[src/rtl/fnd_pkg.sv]
//------------------------------------------------------------------------------
// Module   : fnd_pkg
// Brief    : Shared types and constants for the FND scan controller slice.
//            Optional build macro used by the slice: FND_LEADING_ZERO_BLANK_EN
// Revision : 1.0 - initial release
//------------------------------------------------------------------------------
`default_nettype none

package fnd_pkg;

   // Conversion sequencer states
   typedef enum logic [1:0] {
      IDLE  = 2'd0,
      SHIFT = 2'd1,
      DONE  = 2'd2
   } fsm_state_t;

   // Code the downstream decoder renders as all segments off
   localparam logic [3:0] BLANK_CODE = 4'hF;

   // Default geometry of the display
   localparam int DEF_DIGITS      = 4;
   localparam int DEF_BIN_W       = 14;
   localparam int DEF_REFRESH_DIV = 50000;

endpackage

`default_nettype wire

[src/rtl/fnd_scan_ctrl_if.sv]
//------------------------------------------------------------------------------
// Module   : fnd_scan_ctrl_if
// Brief    : Value handshake and digit-drive bundle of the FND scan controller.
//            master = value producer / display sink, slave = fnd_scan_ctrl.
// Revision : 1.0 - initial release
//------------------------------------------------------------------------------
`default_nettype none

interface fnd_scan_ctrl_if
   import fnd_pkg::*;
#(
   parameter int BIN_W  = DEF_BIN_W,
   parameter int DIGITS = DEF_DIGITS
);

   logic              i_valid;
   logic [BIN_W-1:0]  i_bin;
   logic              o_ready;
   logic              o_done;
   logic              o_ovf;
   logic [3:0]        o_digit_data;
   logic [DIGITS-1:0] o_com;

   modport master (
      output i_valid,
      output i_bin,
      input  o_ready,
      input  o_done,
      input  o_ovf,
      input  o_digit_data,
      input  o_com
   );

   modport slave (
      input  i_valid,
      input  i_bin,
      output o_ready,
      output o_done,
      output o_ovf,
      output o_digit_data,
      output o_com
   );

endinterface

`default_nettype wire

[src/rtl/fnd_scan_ctrl_bin2bcd_serial.sv]
//------------------------------------------------------------------------------
// Module   : bin2bcd_serial
// Brief    : Serial double-dabble binary to BCD converter, one bit per clock.
//            o_done is high during the cycle whose closing edge performs the
//            final shift, so o_bcd holds the result from the next cycle on.
// Revision : 1.0 - initial release
//------------------------------------------------------------------------------
`default_nettype none

module bin2bcd_serial
   import fnd_pkg::*;
#(
   parameter int BIN_W  = DEF_BIN_W,
   parameter int DIGITS = DEF_DIGITS
) (
   input  logic                  i_clk,
   input  logic                  i_rst_n,
   input  logic                  i_start,
   input  logic [BIN_W-1:0]      i_bin,
   output logic                  o_busy,
   output logic                  o_done,
   output logic [4*DIGITS-1:0]   o_bcd
);

   localparam int                 c_cnt_w = (BIN_W > 1) ? $clog2(BIN_W) : 1;
   localparam logic [c_cnt_w-1:0] c_last  = c_cnt_w'(BIN_W - 1);

   logic [BIN_W-1:0]    r_bin;
   logic [4*DIGITS-1:0] r_bcd;
   logic [4*DIGITS-1:0] w_bcd_adj;
   logic [c_cnt_w-1:0]  r_cnt;
   logic                r_busy;

   // Add-3 correction: a nibble of 5..9 becomes 8..12, which still fits 4 bits
   generate
      for (genvar g = 0; g < DIGITS; g++) begin : g_adj
         assign w_bcd_adj[4*g +: 4] = (r_bcd[4*g +: 4] >= 4'd5) ?
                                      (r_bcd[4*g +: 4] + 4'd3) : r_bcd[4*g +: 4];
      end
   endgenerate

   // Load on start, then shift {bcd, bin} left once per clock for BIN_W clocks
   always_ff @(posedge i_clk or negedge i_rst_n) begin
      if (!i_rst_n) begin
         r_bin  <= '0;
         r_bcd  <= '0;
         r_cnt  <= '0;
         r_busy <= 1'b0;
      end else if (i_start && !r_busy) begin
         r_bin  <= i_bin;
         r_bcd  <= '0;
         r_cnt  <= '0;
         r_busy <= 1'b1;
      end else if (r_busy) begin
         {r_bcd, r_bin} <= {w_bcd_adj, r_bin} << 1;
         r_cnt          <= r_cnt + 1'b1;
         if (r_cnt == c_last) begin
            r_busy <= 1'b0;
         end
      end
   end

   assign o_busy = r_busy;
   assign o_done = r_busy && (r_cnt == c_last);
   assign o_bcd  = r_bcd;

endmodule

`default_nettype wire

[src/rtl/fnd_scan_ctrl.sv]
//------------------------------------------------------------------------------
// Module   : fnd_scan_ctrl
// Brief    : Accepts a binary value, converts it to BCD and time-multiplexes
//            the digits onto a 4-bit decoder bus with active-low commons.
//            Build macro FND_LEADING_ZERO_BLANK_EN: blank leading zero digits.
// Revision : 1.0 - initial release
//------------------------------------------------------------------------------
`default_nettype none

module fnd_scan_ctrl
   import fnd_pkg::*;
#(
   parameter int BIN_W       = DEF_BIN_W,
   parameter int DIGITS      = DEF_DIGITS,
   parameter int REFRESH_DIV = DEF_REFRESH_DIV
) (
   input  logic            i_clk,
   input  logic            i_rst_n,
   fnd_scan_ctrl_if.slave  bus
);

   localparam logic [63:0] c_limit   = 64'(10 ** DIGITS);
   localparam logic [63:0] c_max     = c_limit - 64'd1;
   localparam int          c_idx_w   = (DIGITS > 1) ? $clog2(DIGITS) : 1;
   localparam int          c_presc_w = (REFRESH_DIV > 1) ? $clog2(REFRESH_DIV) : 1;
   localparam logic [c_idx_w-1:0]   c_last_idx   = c_idx_w'(DIGITS - 1);
   localparam logic [c_presc_w-1:0] c_last_presc = c_presc_w'(REFRESH_DIV - 1);

   fsm_state_t                r_state;
   logic                      r_ready;
   logic                      r_done;
   logic                      r_ovf;
   logic [DIGITS-1:0][3:0]    r_disp;

   logic [c_presc_w-1:0]      r_presc;
   logic [c_idx_w-1:0]        r_idx;
   logic [DIGITS-1:0]         r_com;
   logic [3:0]                r_digit_data;

   logic                      w_accept;
   logic                      w_clamp;
   logic [BIN_W-1:0]          w_bin_cap;
   logic                      w_cvt_busy;
   logic                      w_cvt_last;
   logic [4*DIGITS-1:0]       w_bcd;
   logic                      w_wrap;
   logic [c_idx_w-1:0]        w_idx_nxt;
   logic [DIGITS-1:0][3:0]    w_code;

   // Clamp compares at full input width; only reachable when the limit fits BIN_W
   assign w_clamp   = (64'(bus.i_bin) >= c_limit);
   assign w_bin_cap = w_clamp ? c_max[BIN_W-1:0] : bus.i_bin;
   assign w_accept  = bus.i_valid && r_ready && !w_cvt_busy;

   bin2bcd_serial #(
      .BIN_W  (BIN_W),
      .DIGITS (DIGITS)
   ) u_bin2bcd (
      .i_clk   (i_clk),
      .i_rst_n (i_rst_n),
      .i_start (w_accept),
      .i_bin   (w_bin_cap),
      .o_busy  (w_cvt_busy),
      .o_done  (w_cvt_last),
      .o_bcd   (w_bcd)
   );

   // Handshake sequencer; the display registers change only in DONE, all at once
   always_ff @(posedge i_clk or negedge i_rst_n) begin
      if (!i_rst_n) begin
         r_state <= IDLE;
         r_ready <= 1'b1;
         r_done  <= 1'b0;
         r_ovf   <= 1'b0;
         r_disp  <= '0;
      end else begin
         r_done <= 1'b0;
         case (r_state)
            IDLE: begin
               if (w_accept) begin
                  r_state <= SHIFT;
                  r_ready <= 1'b0;
                  r_ovf   <= w_clamp;
               end
            end
            SHIFT: begin
               if (w_cvt_last) begin
                  r_state <= DONE;
               end
            end
            DONE: begin
               r_disp  <= w_bcd;
               r_done  <= 1'b1;
               r_ready <= 1'b1;
               r_state <= IDLE;
            end
            default: begin
               r_state <= IDLE;
               r_ready <= 1'b1;
            end
         endcase
      end
   end

`ifdef FND_LEADING_ZERO_BLANK_EN
   logic w_zero_run;

   // Blank every zero digit above the most significant nonzero one; digit 0 stays
   always_comb begin
      w_code     = r_disp;
      w_zero_run = 1'b1;
      for (int i = DIGITS - 1; i > 0; i--) begin
         w_zero_run = w_zero_run && (r_disp[i] == 4'd0);
         if (w_zero_run) begin
            w_code[i] = BLANK_CODE;
         end
      end
   end
`else
   // Every digit shows its BCD value, leading zeros included
   always_comb begin
      w_code = r_disp;
   end
`endif

   assign w_wrap    = (r_presc == c_last_presc);
   assign w_idx_nxt = !w_wrap ? r_idx :
                      (r_idx == c_last_idx) ? '0 : (r_idx + 1'b1);

   // Scan: common and data are registered from the same index so they switch together
   always_ff @(posedge i_clk or negedge i_rst_n) begin
      if (!i_rst_n) begin
         r_presc      <= '0;
         r_idx        <= '0;
         r_com        <= ~DIGITS'(1);
         r_digit_data <= 4'd0;
      end else begin
         r_presc      <= w_wrap ? '0 : (r_presc + 1'b1);
         r_idx        <= w_idx_nxt;
         r_com        <= ~(DIGITS'(1) << w_idx_nxt);
         r_digit_data <= w_code[w_idx_nxt];
      end
   end

   assign bus.o_ready      = r_ready;
   assign bus.o_done       = r_done;
   assign bus.o_ovf        = r_ovf;
   assign bus.o_com        = r_com;
   assign bus.o_digit_data = r_digit_data;

endmodule

`default_nettype wire

[src/flat_wrapper.sv]
// flat-port wrapper written by rule: the top's interface ports become plain ports
module fnd_scan_ctrl_flat import fnd_pkg::*;
#(
   parameter int BIN_W       = DEF_BIN_W,
   parameter int DIGITS      = DEF_DIGITS,
   parameter int REFRESH_DIV = DEF_REFRESH_DIV
)
  (i_clk, i_rst_n, bus_i_valid, bus_i_bin, bus_o_ready, bus_o_done, bus_o_ovf, bus_o_digit_data, bus_o_com);
  fnd_scan_ctrl_if #(.BIN_W(BIN_W), .DIGITS(DIGITS)) bus_i ();
  input  logic i_clk;
  input  logic i_rst_n;
  input wire logic [$bits(bus_i.i_valid)-1:0] bus_i_valid;
  input wire logic [$bits(bus_i.i_bin)-1:0] bus_i_bin;
  output wire logic [$bits(bus_i.o_ready)-1:0] bus_o_ready;
  output wire logic [$bits(bus_i.o_done)-1:0] bus_o_done;
  output wire logic [$bits(bus_i.o_ovf)-1:0] bus_o_ovf;
  output wire logic [$bits(bus_i.o_digit_data)-1:0] bus_o_digit_data;
  output wire logic [$bits(bus_i.o_com)-1:0] bus_o_com;
  assign bus_i.i_valid = bus_i_valid;
  assign bus_i.i_bin = bus_i_bin;
  assign bus_o_ready = bus_i.o_ready;
  assign bus_o_done = bus_i.o_done;
  assign bus_o_ovf = bus_i.o_ovf;
  assign bus_o_digit_data = bus_i.o_digit_data;
  assign bus_o_com = bus_i.o_com;
  fnd_scan_ctrl #(.BIN_W(BIN_W), .DIGITS(DIGITS), .REFRESH_DIV(REFRESH_DIV)) u_core (.i_clk(i_clk), .i_rst_n(i_rst_n), .bus(bus_i));
endmodule
[config.mk]
export PLATFORM = sky130hd
export DESIGN_NAME = fnd_scan_ctrl_flat
export DESIGN_NICKNAME = d
export VERILOG_FILES = /design/src/rtl/fnd_pkg.sv /design/src/rtl/fnd_scan_ctrl_if.sv /design/src/rtl/fnd_scan_ctrl_bin2bcd_serial.sv /design/src/rtl/fnd_scan_ctrl.sv /design/src/flat_wrapper.sv
export SDC_FILE = /design/constraint.sdc
export NUM_CORES = 1
export LEC_CHECK = 0
export ABC_AREA = 1
export BUFFER_PORTS_ARGS = -buffer_cell sky130_fd_sc_hd__buf_4
export CAP_MARGIN = 20
export CELL_PAD_IN_SITES_DETAIL_PLACEMENT = 1
export CELL_PAD_IN_SITES_GLOBAL_PLACEMENT = 2
export CORE_MARGIN = 1
export CORE_UTILIZATION = 35
export CTS_CLUSTER_SIZE = 16
export DETAILED_ROUTE_END_ITERATION = 10
export PLACE_DENSITY = 0.72
export SLEW_MARGIN = 20
export SYNTH_ARGS = -nofsm -noshare
export SYNTH_HDL_FRONTEND = slang
export SYNTH_SLANG_ARGS = --single-unit
[constraint.sdc]
create_clock -name i_clk -period 3.5 [get_ports i_clk]
set_input_delay 0.7 -clock i_clk [delete_from_list [all_inputs] [get_ports i_clk]]
set_output_delay 0.7 -clock i_clk [all_outputs]
set_load 0.005 [all_outputs]
==> impl_metrics.toml, run 1 <==
[run_status]
status = "complete, no violations"

[clocking]
cts_buffers = 9
hold_buffers = 0
clkSinkCount = 82
clock_latency_ps = 340
postCtsSetupBuffers = 0
cts_buffer_depth = 2
tritoncts = "built"
clock-root-buffer = "clkbuf_16"
htree_num_levels = 3
cts.clk_slew.worst_paths_ps = 60
cts_resized = 0

[yosys]
synth_common_cells = "nand2_1 (87), dfrtp_1 (78), o21ai_0 (56)"
async_reset_ff_frac = 1.00
syn_nets = 490
synth_top_flop_cell = "dfrtp_1"
seq_area_frac_synth = 0.516
synth.largest_area_cell = "dfrtp_1"
yosysWarnings = 0
yosysMostFrequentCell = "nand2_1"
yosysTopAreaCellShare = 0.489
synthTopCellsByArea = "dfrtp_1 (49%), nand2_1 (8.2%), o21ai_0 (7.0%), nand3_1 (5.3%), inv_1 (5.0%)"
synth_seq_cells = 82
synthCells = 461
synth_edf_count = 0
ys_types = 37
synth_area_um2 = 3990
synth_area_per_cell_um2 = 8.65

[setup_path]
cp_max_fo = 23
worst_path_most_repeated_cell = "inv_1"
crit_arrival_ps = 2130
crit_type = "reg -> reg"
crit_required_ps = 3730
critPathCaptureType = "register"
path_cells = "nand2_1, inv_1, nor2_1, buf_4, inv_1, o21ai_0, o21bai_1"
critPathLaunchType = "register"
slowest_delay_ps = 540
r2r_setup_slack_ps = 1600
cp_slowest_cell = "dfstp_2"

[die]
die_area_um2 = 11800
placementRows = 38
io_pins = 28
start_util = 0.363
die_h_um = 109
core_area_um2 = 11000
die_w_um = 109

[finish]
syn2layout_area_growth_pct = 14.9
utilization = 0.417
antennaDiodeCount = 0
fin_area_um2 = 4580
fin_nets = 521
fillers = 1331
drive_gt1_frac = 0.143

[global_routing]
antenna_found_initial = 0
grt_pass1_vias = 3317
grt_pass1_wl_mm = 16.7
overflow = 0
grt_use_total = 0.186
grt_max_degree = 39

[sta]
timing.fmax_mhz = 526
worst_pin_slew_ps = 810
fin_crit_ps = 1900
period_share = 0.543
postLayoutSetupSlackWorst_ps = 1600
setup_viol = 0
final_max_slew_viol_count = 0
hold_viol = 0
grt_setup_unrepaired = "no"
fin_tns_setup_ps = 0
relSlewSlack = 0.460
fin_hold_ws_ps = 323
skew_ps = 6.50

[route]
vias_per_cell = 5.00
num_vias = 3174
first_iter_violations = 112
ant_nets = 0
drc_errors = 0
dr.pass1.iters = 4
wirelength_mm = 9.75
wire_per_inst_um = 15.4

[placement]
io_buffers = 27
place_congestion = 0.739
dp_hpwl_mm = 7.04
dp_slack_ps = 1320
place_area_um2 = 4340

[run]
maxCapViolations = 0

[pwr]
ir_worst_vdd_v = 0.000283
p_per_area_nw_per_um2 = 707
leakage_nw = 2.25

[worst_hold_path]
min_path_type = "in -> async"
[cell families after synthesis]
kind of cell	share of synthesized area
flip-flops	0.516
XOR/XNOR	0.0154
AND/OR/NAND/NOR	0.224
adder cells (fa/ha/maj)	0.0376
buffers and inverters	0.0699
AO/OA/AOI/OAI	0.138
[layer usage]
layer | share of wire | vias to the layer above | GRT usage | routed length, um
met5 | 0 | - | 0 | 0
met3 | 0.023 | 12 | 0.0287 | 220
met2 | 0.46 | 43 | 0.298 | 4480
met1 | 0.50 | 1541 | 0.248 | 4850
li1 | - | 1578 | - | -
met4 | 0.021 | 0 | 0.0869 | 201
[cell type report]
class / count / area, um2 / share of cell area
multi-input combinational: 310 / 1650 / 0.361
inverter: 58 / 221 / 0.0483
tap: 140 / 175 / 0.0382
clock inverter: 1 / 5.00 / 0.00109
clock buffer: 13 / 240 / 0.0524
timing repair buffer: 31 / 233 / 0.0508
sequential: 82 / 2060 / 0.449
[final timing paths]
kind	from	endpoint	cells past startpoint
min in group i_clk	u_core.r_presc[0]	u_core.r_presc[0]	1
max in group asynchronous	i_rst_n	u_core.bus.o_ready	2
setup reg to reg	u_core.bus.o_ready	u_core.u_bin2bcd.r_bin[1]	7
hold / removal	i_rst_n	u_core.r_presc[13]	1
setup / recovery	u_core.bus.o_ready	u_core.u_bin2bcd.r_bin[1]	7
hold reg to reg	u_core.r_presc[0]	u_core.r_presc[0]	1
[placed cells by master (no fill, tap or decap), types with 2 or more instances in the layout]
master     count
dfrtp_1       78
o211ai_1       2
inv_1         53
dfstp_2        4
nor2_2         4
nor3_1         6
clkbuf_1       4
o21ai_0       56
nor2_1        31
a21oi_1       24
nand2_1       87
nand2_2        6
xor2_1         6
nand4_1        4
inv_2          3
clkbuf_16      9
o221ai_1       2
nand3_2        3
o21bai_1       7
nand3_1       42
a31oi_1        2
ha_1          12
clkinv_2       2
buf_4         31
nor2_4         3
o22ai_1        3
[stage by stage]
stage | instances | power, mW
2_1_floorplan | 461 | 2.08
3_3_place_gp | 621 | 2.37
3_5_place_dp | 621 | 2.43
4_1_cts | 635 | 3.30
5_1_grt | 635 | 3.52
6_report | 635 | 3.24
[sequential cells by signal (all words and copies together), names as in the netlist]
signal and count:
u_core.bus.o_com 4, u_core.bus.o_digit_data 4, u_core.bus.o_done 1, u_core.bus.o_ovf 1, u_core.bus.o_ready 1, u_core.r_disp 16, u_core.r_idx 2, u_core.r_presc 16
u_core.r_state 2, u_core.u_bin2bcd.o_bcd 16, u_core.u_bin2bcd.o_busy 1, u_core.u_bin2bcd.r_bin 14, u_core.u_bin2bcd.r_cnt 4
[report_power, final]
group,switching (mW),internal (mW)
Combinational,0.599,0.388
Sequential,0.178,1.24
Clock,0.363,0.473
[worst max-delay path, delay by kind of cell (launching register included)]
| family | cells | cell delay (ps) |
|---|---|---|
| AOI/OAI and AO/OA | 2 | 360 |
| buffers and inverters | 3 | 760 |
| DFF | 1 | 540 |
| and+or+nand+nor | 2 | 140 |
Power figures use the tool's default switching activity.
==> inputs of run 2 (changes only) <==
--- a/config.mk
+++ b/config.mk
@@ -11,10 +11,10 @@
 export CELL_PAD_IN_SITES_DETAIL_PLACEMENT = 1
 export CELL_PAD_IN_SITES_GLOBAL_PLACEMENT = 2
 export CORE_MARGIN = 1
-export CORE_UTILIZATION = 35
+export CORE_UTILIZATION = 33
 export CTS_CLUSTER_SIZE = 16
 export DETAILED_ROUTE_END_ITERATION = 10
-export PLACE_DENSITY = 0.72
+export PLACE_DENSITY = 0.71
 export SLEW_MARGIN = 20
 export SYNTH_ARGS = -nofsm -noshare
 export SYNTH_HDL_FRONTEND = slang
==> constraint.sdc (replaced) <==
create_clock -name i_clk -period 1.6 [get_ports i_clk]
set_input_delay 0.32 -clock i_clk [delete_from_list [all_inputs] [get_ports i_clk]]
set_output_delay 0.32 -clock i_clk [all_outputs]
set_load 0.005 [all_outputs]
==> run 2 against run 1 <==
The run now ends with design-rule violations left. Sequential share of layout area is 3.0 points lower. Clock skew down 1.5 ps. Register-to-register slack worse by 1500 ps. Flip-flop and latch count unchanged. Maximum frequency is 26% higher. Utilization grew 0.63 points. Worst hold slack got worse by 110 ps. Count of clock-buffer cells in the layout down 3. Global-route usage decreased by 1.4 points. Routed wire length about the same.
==> impl_metrics.toml, run 2 (synthesis results as in run 1) <==
[run_status]
status = "finished with violations"
failed_checks = "design-rule violations"

[pwr]
ir_worst_vdd_v = 0.000723
p_per_area_nw_per_um2 = 1570
leakage_nw = 2.40

[setup_path]
critPathLaunchType = "register"
cp_max_fo = 7
rr_worst_depth = 8
crit_type = "reg -> reg"
rr_startpoint = "u_core.r_presc[12]"
crit_arrival_ps = 1740
crit_required_ps = 1830
critPathCaptureType = "register"
r2r_setup_slack_ps = 90
reg2reg_to = "u_core.bus.o_digit_data[0]"

[sta]
final_max_slew_viol_count = 0
skew_ps = 5.01
fin_crit_ps = 1510
worst_pin_slew_ps = 547
grt_setup_unrepaired = "yes"
timing.fmax_mhz = 663
hold_viol = 0
relSlewSlack = 0.635
fin_hold_ws_ps = 218
postLayoutSetupSlackWorst_ps = 91.1
period_share = 0.943
fin_tns_setup_ps = 0
setup_viol = 0

[route]
wire_per_inst_um = 14.8
vias_per_cell = 4.87
ant_nets = 0
wirelength_mm = 9.74
drc_errors = 2
dr.pass1.iters = 7
first_iter_violations = 119
num_vias = 3201

[clocking]
htree_num_levels = 3
cts.clk_slew.worst_paths_ps = 60
cts_buffers = 9
clock-root-buffer = "clkbuf_16"
tritoncts = "built"
clock_latency_ps = 340
cts_buffer_depth = 2
clkSinkCount = 82

[run]
maxCapViolations = 0

[worst_hold_path]
hold_path_depth = 3
min_to = "u_core.u_bin2bcd.r_bin[3]"
min_path_type = "in -> reg"
min_from = "bus_i_bin[3]"

[placement]
dp_slack_ps = 1.64
dp_hpwl_mm = 7.21
place_inst = 636
place_congestion = 0.786
io_buffers = 27

[finish]
final_cell_mix = "nand2_1 (86), dfrtp_1 (77), o21ai_0 (56)"
antennaDiodeCount = 0
fin_nets = 539
drive_gt1_frac = 0.195
stdcell_count = 657
syn2layout_area_growth_pct = 23.4
layout_commonest_cell = "nand2_1"
fillers = 1385
utilization = 0.424

[global_routing]
grt_max_degree = 33
grt_use_total = 0.173
antenna_found_initial = 0
grt_pass1_vias = 3319
grt_pass1_wl_mm = 16.8
overflow = 0

[die]
io_pins = 28
die_h_um = 112
core_area_um2 = 11600
placementRows = 39
start_util = 0.343
die_area_um2 = 12500
die_w_um = 112
run 2: cell type report:
cell class / count / area, um2 / share of cell area
Clock buffer: 10 / 239 / 0.0486
Sequential cell: 82 / 2060 / 0.418
Tap cell: 143 / 179 / 0.0364
Inverter: 58 / 221 / 0.0450
Multi-Input combinational cell: 310 / 1710 / 0.348
Timing Repair Buffer: 49 / 408 / 0.0829
Clock inverter: 5 / 103 / 0.0208
run 2: how the worst max path moves through the flow:
| stage | endpoint | slack (ps) | cells after the start | from |
|---|---|---|---|---|
| floorplan | u_core.bus.o_digit_data[0] | 170 | 8 | u_core.r_presc[0] |
| global placement | u_core.bus.o_digit_data[0] | 70 | 8 | u_core.r_presc[1] |
| detailed placement | u_core.bus.o_digit_data[0] | 2 | 8 | u_core.r_presc[1] |
| CTS | u_core.bus.o_digit_data[0] | 10 | 8 | u_core.r_presc[1] |
| global route | u_core.bus.o_digit_data[3] | -30 | 8 | u_core.r_presc[12] |
| finish | u_core.bus.o_digit_data[0] | 90 | 8 | u_core.r_presc[12] |
run 2: stage by stage:
stage	total power [mW]	area (um2)
floorplan	4.55	3990
global placement	5.25	4470
detailed placement	5.35	4470
CTS	7.81	4830
global route	8.34	4920
finish	7.71	4920
run 2: per-layer routing:
metal  track usage  up-vias  wire (um)  share of wire
li1              -     1614          -              -
met1         0.218     1548       4740           0.49
met2         0.287       34       4620           0.47
met3        0.0490        5        277          0.028
met4        0.0533        0        105          0.011
met5             0        -          0              0
run 2: timing repair:
| item | 4_1_cts | 5_1_grt |
|---|---|---|
| cloned | 0 | 0 |
| buffers inserted | 0 | 5 |
| endpoints found under the setup margin | 4 | 11 |
| resized for setup | 1 | 12 |
| endpoints found under the hold margin | 24 | 0 |
| pin swaps | 0 | 3 |
| hold buffers | 1 | 0 |
run 2: report_power, final:
| part | internal, mW | switching [mW] | total, mW |
|---|---|---|---|
| clock network | 1.55 | 0.819 | 2.37 |
| registers | 2.71 | 0.398 | 3.11 |
| logic | 0.906 | 1.32 | 2.23 |
run 2: worst max-delay path: stages, from the launching register on:
cell and delay, ps:
dfrtp_1 420, nor2_2 150, nand2_2 120, nor2_4 160, nand2_4 100, o21ai_4 240
inv_4 80, nand2_1 70, nand2_1 50
==> inputs of run 3 (changes only) <==
--- a/config.mk
+++ b/config.mk
@@ -14,7 +14,7 @@
 export CORE_UTILIZATION = 33
 export CTS_CLUSTER_SIZE = 16
 export DETAILED_ROUTE_END_ITERATION = 10
-export PLACE_DENSITY = 0.71
+export PLACE_DENSITY = 0.77
 export SLEW_MARGIN = 20
 export SYNTH_ARGS = -nofsm -noshare
 export SYNTH_HDL_FRONTEND = slang
==> run 3 against run 2 <==
The run still ends with design-rule violations left. Flip-flop and latch count did not move. Sequential share of layout area grew 0.68 points. Critical path depth is 1 lower. Critical endpoint is now u_core.bus.o_com[0]. Largest power group unchanged.
==> impl_metrics.toml, run 3 (synthesis results as in run 1) <==
[global_routing]
grt_max_degree = 33
grt_use_total = 0.167
grt_pass1_vias = 3324
grt_pass1_wl_mm = 16.3
overflow = 0
antenna_found_initial = 0

[worst_hold_path]
min_path_type = "in -> reg"

[finish]
syn2layout_area_growth_pct = 21.3
antennaDiodeCount = 0
stdcell_count = 655
multiInputGateArea_um2 = 1690
final_cell_mix = "nand2_1 (87), dfrtp_1 (78), o21ai_0 (56)"
regArea_um2 = 2060
fin_nets = 536
fillers = 1388
drive_gt1_frac = 0.188
layout_commonest_cell = "nand2_1"

[pwr]
p_per_area_nw_per_um2 = 1540
ir_worst_vdd_v = 0.000615
p_total_mw = 7.45
leakage_nw = 2.36

[clocking]
cts_buffers = 9
htree_num_levels = 3
cts.clk_slew.worst_paths_ps = 70
clock-root-buffer = "clkbuf_16"
clkSinkCount = 82
clock_latency_ps = 350
cts_buffer_depth = 2
tritoncts = "built"

[run_status]
failed_checks = "design-rule violations"
status = "finished with violations"

[setup_path]
crit_required_ps = 1830
crit_family = "simple AND/OR/NAND/NOR gates"
cp-endpoint = "u_core.bus.o_com[0]"
crit_type = "reg -> reg"
crit_arrival_ps = 1720
slowest_delay_ps = 400
reg2reg_to = "u_core.bus.o_com[0]"
cp_slowest_cell = "dfrtp_1"
cp_max_fo = 6
r2r_setup_slack_ps = 110
critPathLaunchType = "register"
critPathCaptureType = "register"
rr_startpoint = "u_core.r_presc[1]"
critical_path.startpoint = "u_core.r_presc[1]"
rr_worst_depth = 7
path_buf_inv = 1
cp.depth = 7
path_cells = "ha_4, nand3_4, nor2_4, nand2_4, o21ai_4, buf_4, nand2_1"

[placement]
place_inst = 634
io_buffers = 27
place_congestion = 0.741
dp_slack_ps = -3.77
dp_hpwl_mm = 6.87

[route]
wirelength_mm = 9.41
wire_per_inst_um = 14.4
dr.pass1.iters = 7
ant_nets = 0
first_iter_violations = 104
num_vias = 3268
drc_errors = 1
vias_per_cell = 4.99

[sta]
worst_pin_slew_ps = 426
hold_viol = 0
period_share = 0.928
final_max_slew_viol_count = 0
grt_setup_unrepaired = "yes"
fin_crit_ps = 1490
setup_viol = 0
timing.fmax_mhz = 673
postLayoutSetupSlackWorst_ps = 115
skew_ps = 8.95
relSlewSlack = 0.716

[die]
die_area_um2 = 12500
core_area_um2 = 11600
die_h_um = 112
die_w_um = 112
io_pins = 28
start_util = 0.343
placementRows = 39

[run]
maxCapViolations = 0
## run 3: changes by cell type in the layout (fill, tap and decap cells not counted), sizes merged
cell / before / now
clkbuf: 10 / 11
inv: 57 / 56
clkinv: 2 / 3
clkinvlp: 1 / 3
bufinv: 3 / 1
buf: 48 / 45
## run 3: cell type report
class / count / area share
inverter: 58 / 0.0465
clock buffer: 11 / 0.0522
clock inverter: 5 / 0.0129
sequential: 82 / 0.425
multi-input combinational: 310 / 0.349
timing repair buffer: 46 / 0.0770
tap: 143 / 0.0370
## run 3: worst min path at each step
stage / from / end / slack, ps / depth (start not counted)
detailed placement: i_rst_n / u_core.r_presc[8] / 220 / 1
floorplan: i_rst_n / u_core.bus.o_com[0] / 20 / 0
global route: bus_i_bin[6] / u_core.u_bin2bcd.r_bin[6] / 240 / 3
global placement: i_rst_n / u_core.r_presc[13] / 210 / 1
CTS: bus_i_bin[6] / u_core.u_bin2bcd.r_bin[6] / 210 / 3
finish: bus_i_bin[6] / u_core.u_bin2bcd.r_bin[6] / 220 / 3
## run 3: through the flow
step | utilization | hold slack (ps) | area [um2] | TNS [ps]
detailed placement | 0.383 | 216 | 4440 | -3.77
global route | 0.417 | 240 | 4840 | -92.5
global placement | 0.383 | 209 | 4440 | 0
floorplan | - | 24.4 | 3990 | 0
CTS | 0.412 | 211 | 4780 | 0
finish | 0.417 | 219 | 4840 | 0
## run 3: power breakdown
| part | leakage, nW | internal (mW) | switching (mW) |
|---|---|---|---|
| Clock | 0.148 | 1.30 | 0.871 |
| Sequential | 1.05 | 2.71 | 0.415 |
| Combinational | 1.16 | 0.883 | 1.27 |
| Total | 2.36 | 4.89 | 2.56 |
## run 3: per-layer routing
layer	global-route usage	vias to the layer above	wire length, um
li1	-	1616	-
met1	0.213	1602	4550
met2	0.274	37	4450
met3	0.0305	13	223
met4	0.0773	0	192
met5	0	-	0
## run 3: tightest hold or removal path, cell delays in order
cell and delay (ps):
buf_4 90, nand3_1 60, nand3_1 60
## run 3: timing repair
action                                  CTS  global route
hold endpoints to repair                 12             0
setup buffers                             1             3
hold buffers                              1             0
gates resized for setup                   1             7
pin swaps                                 1             2
endpoints found under the setup margin    4            16
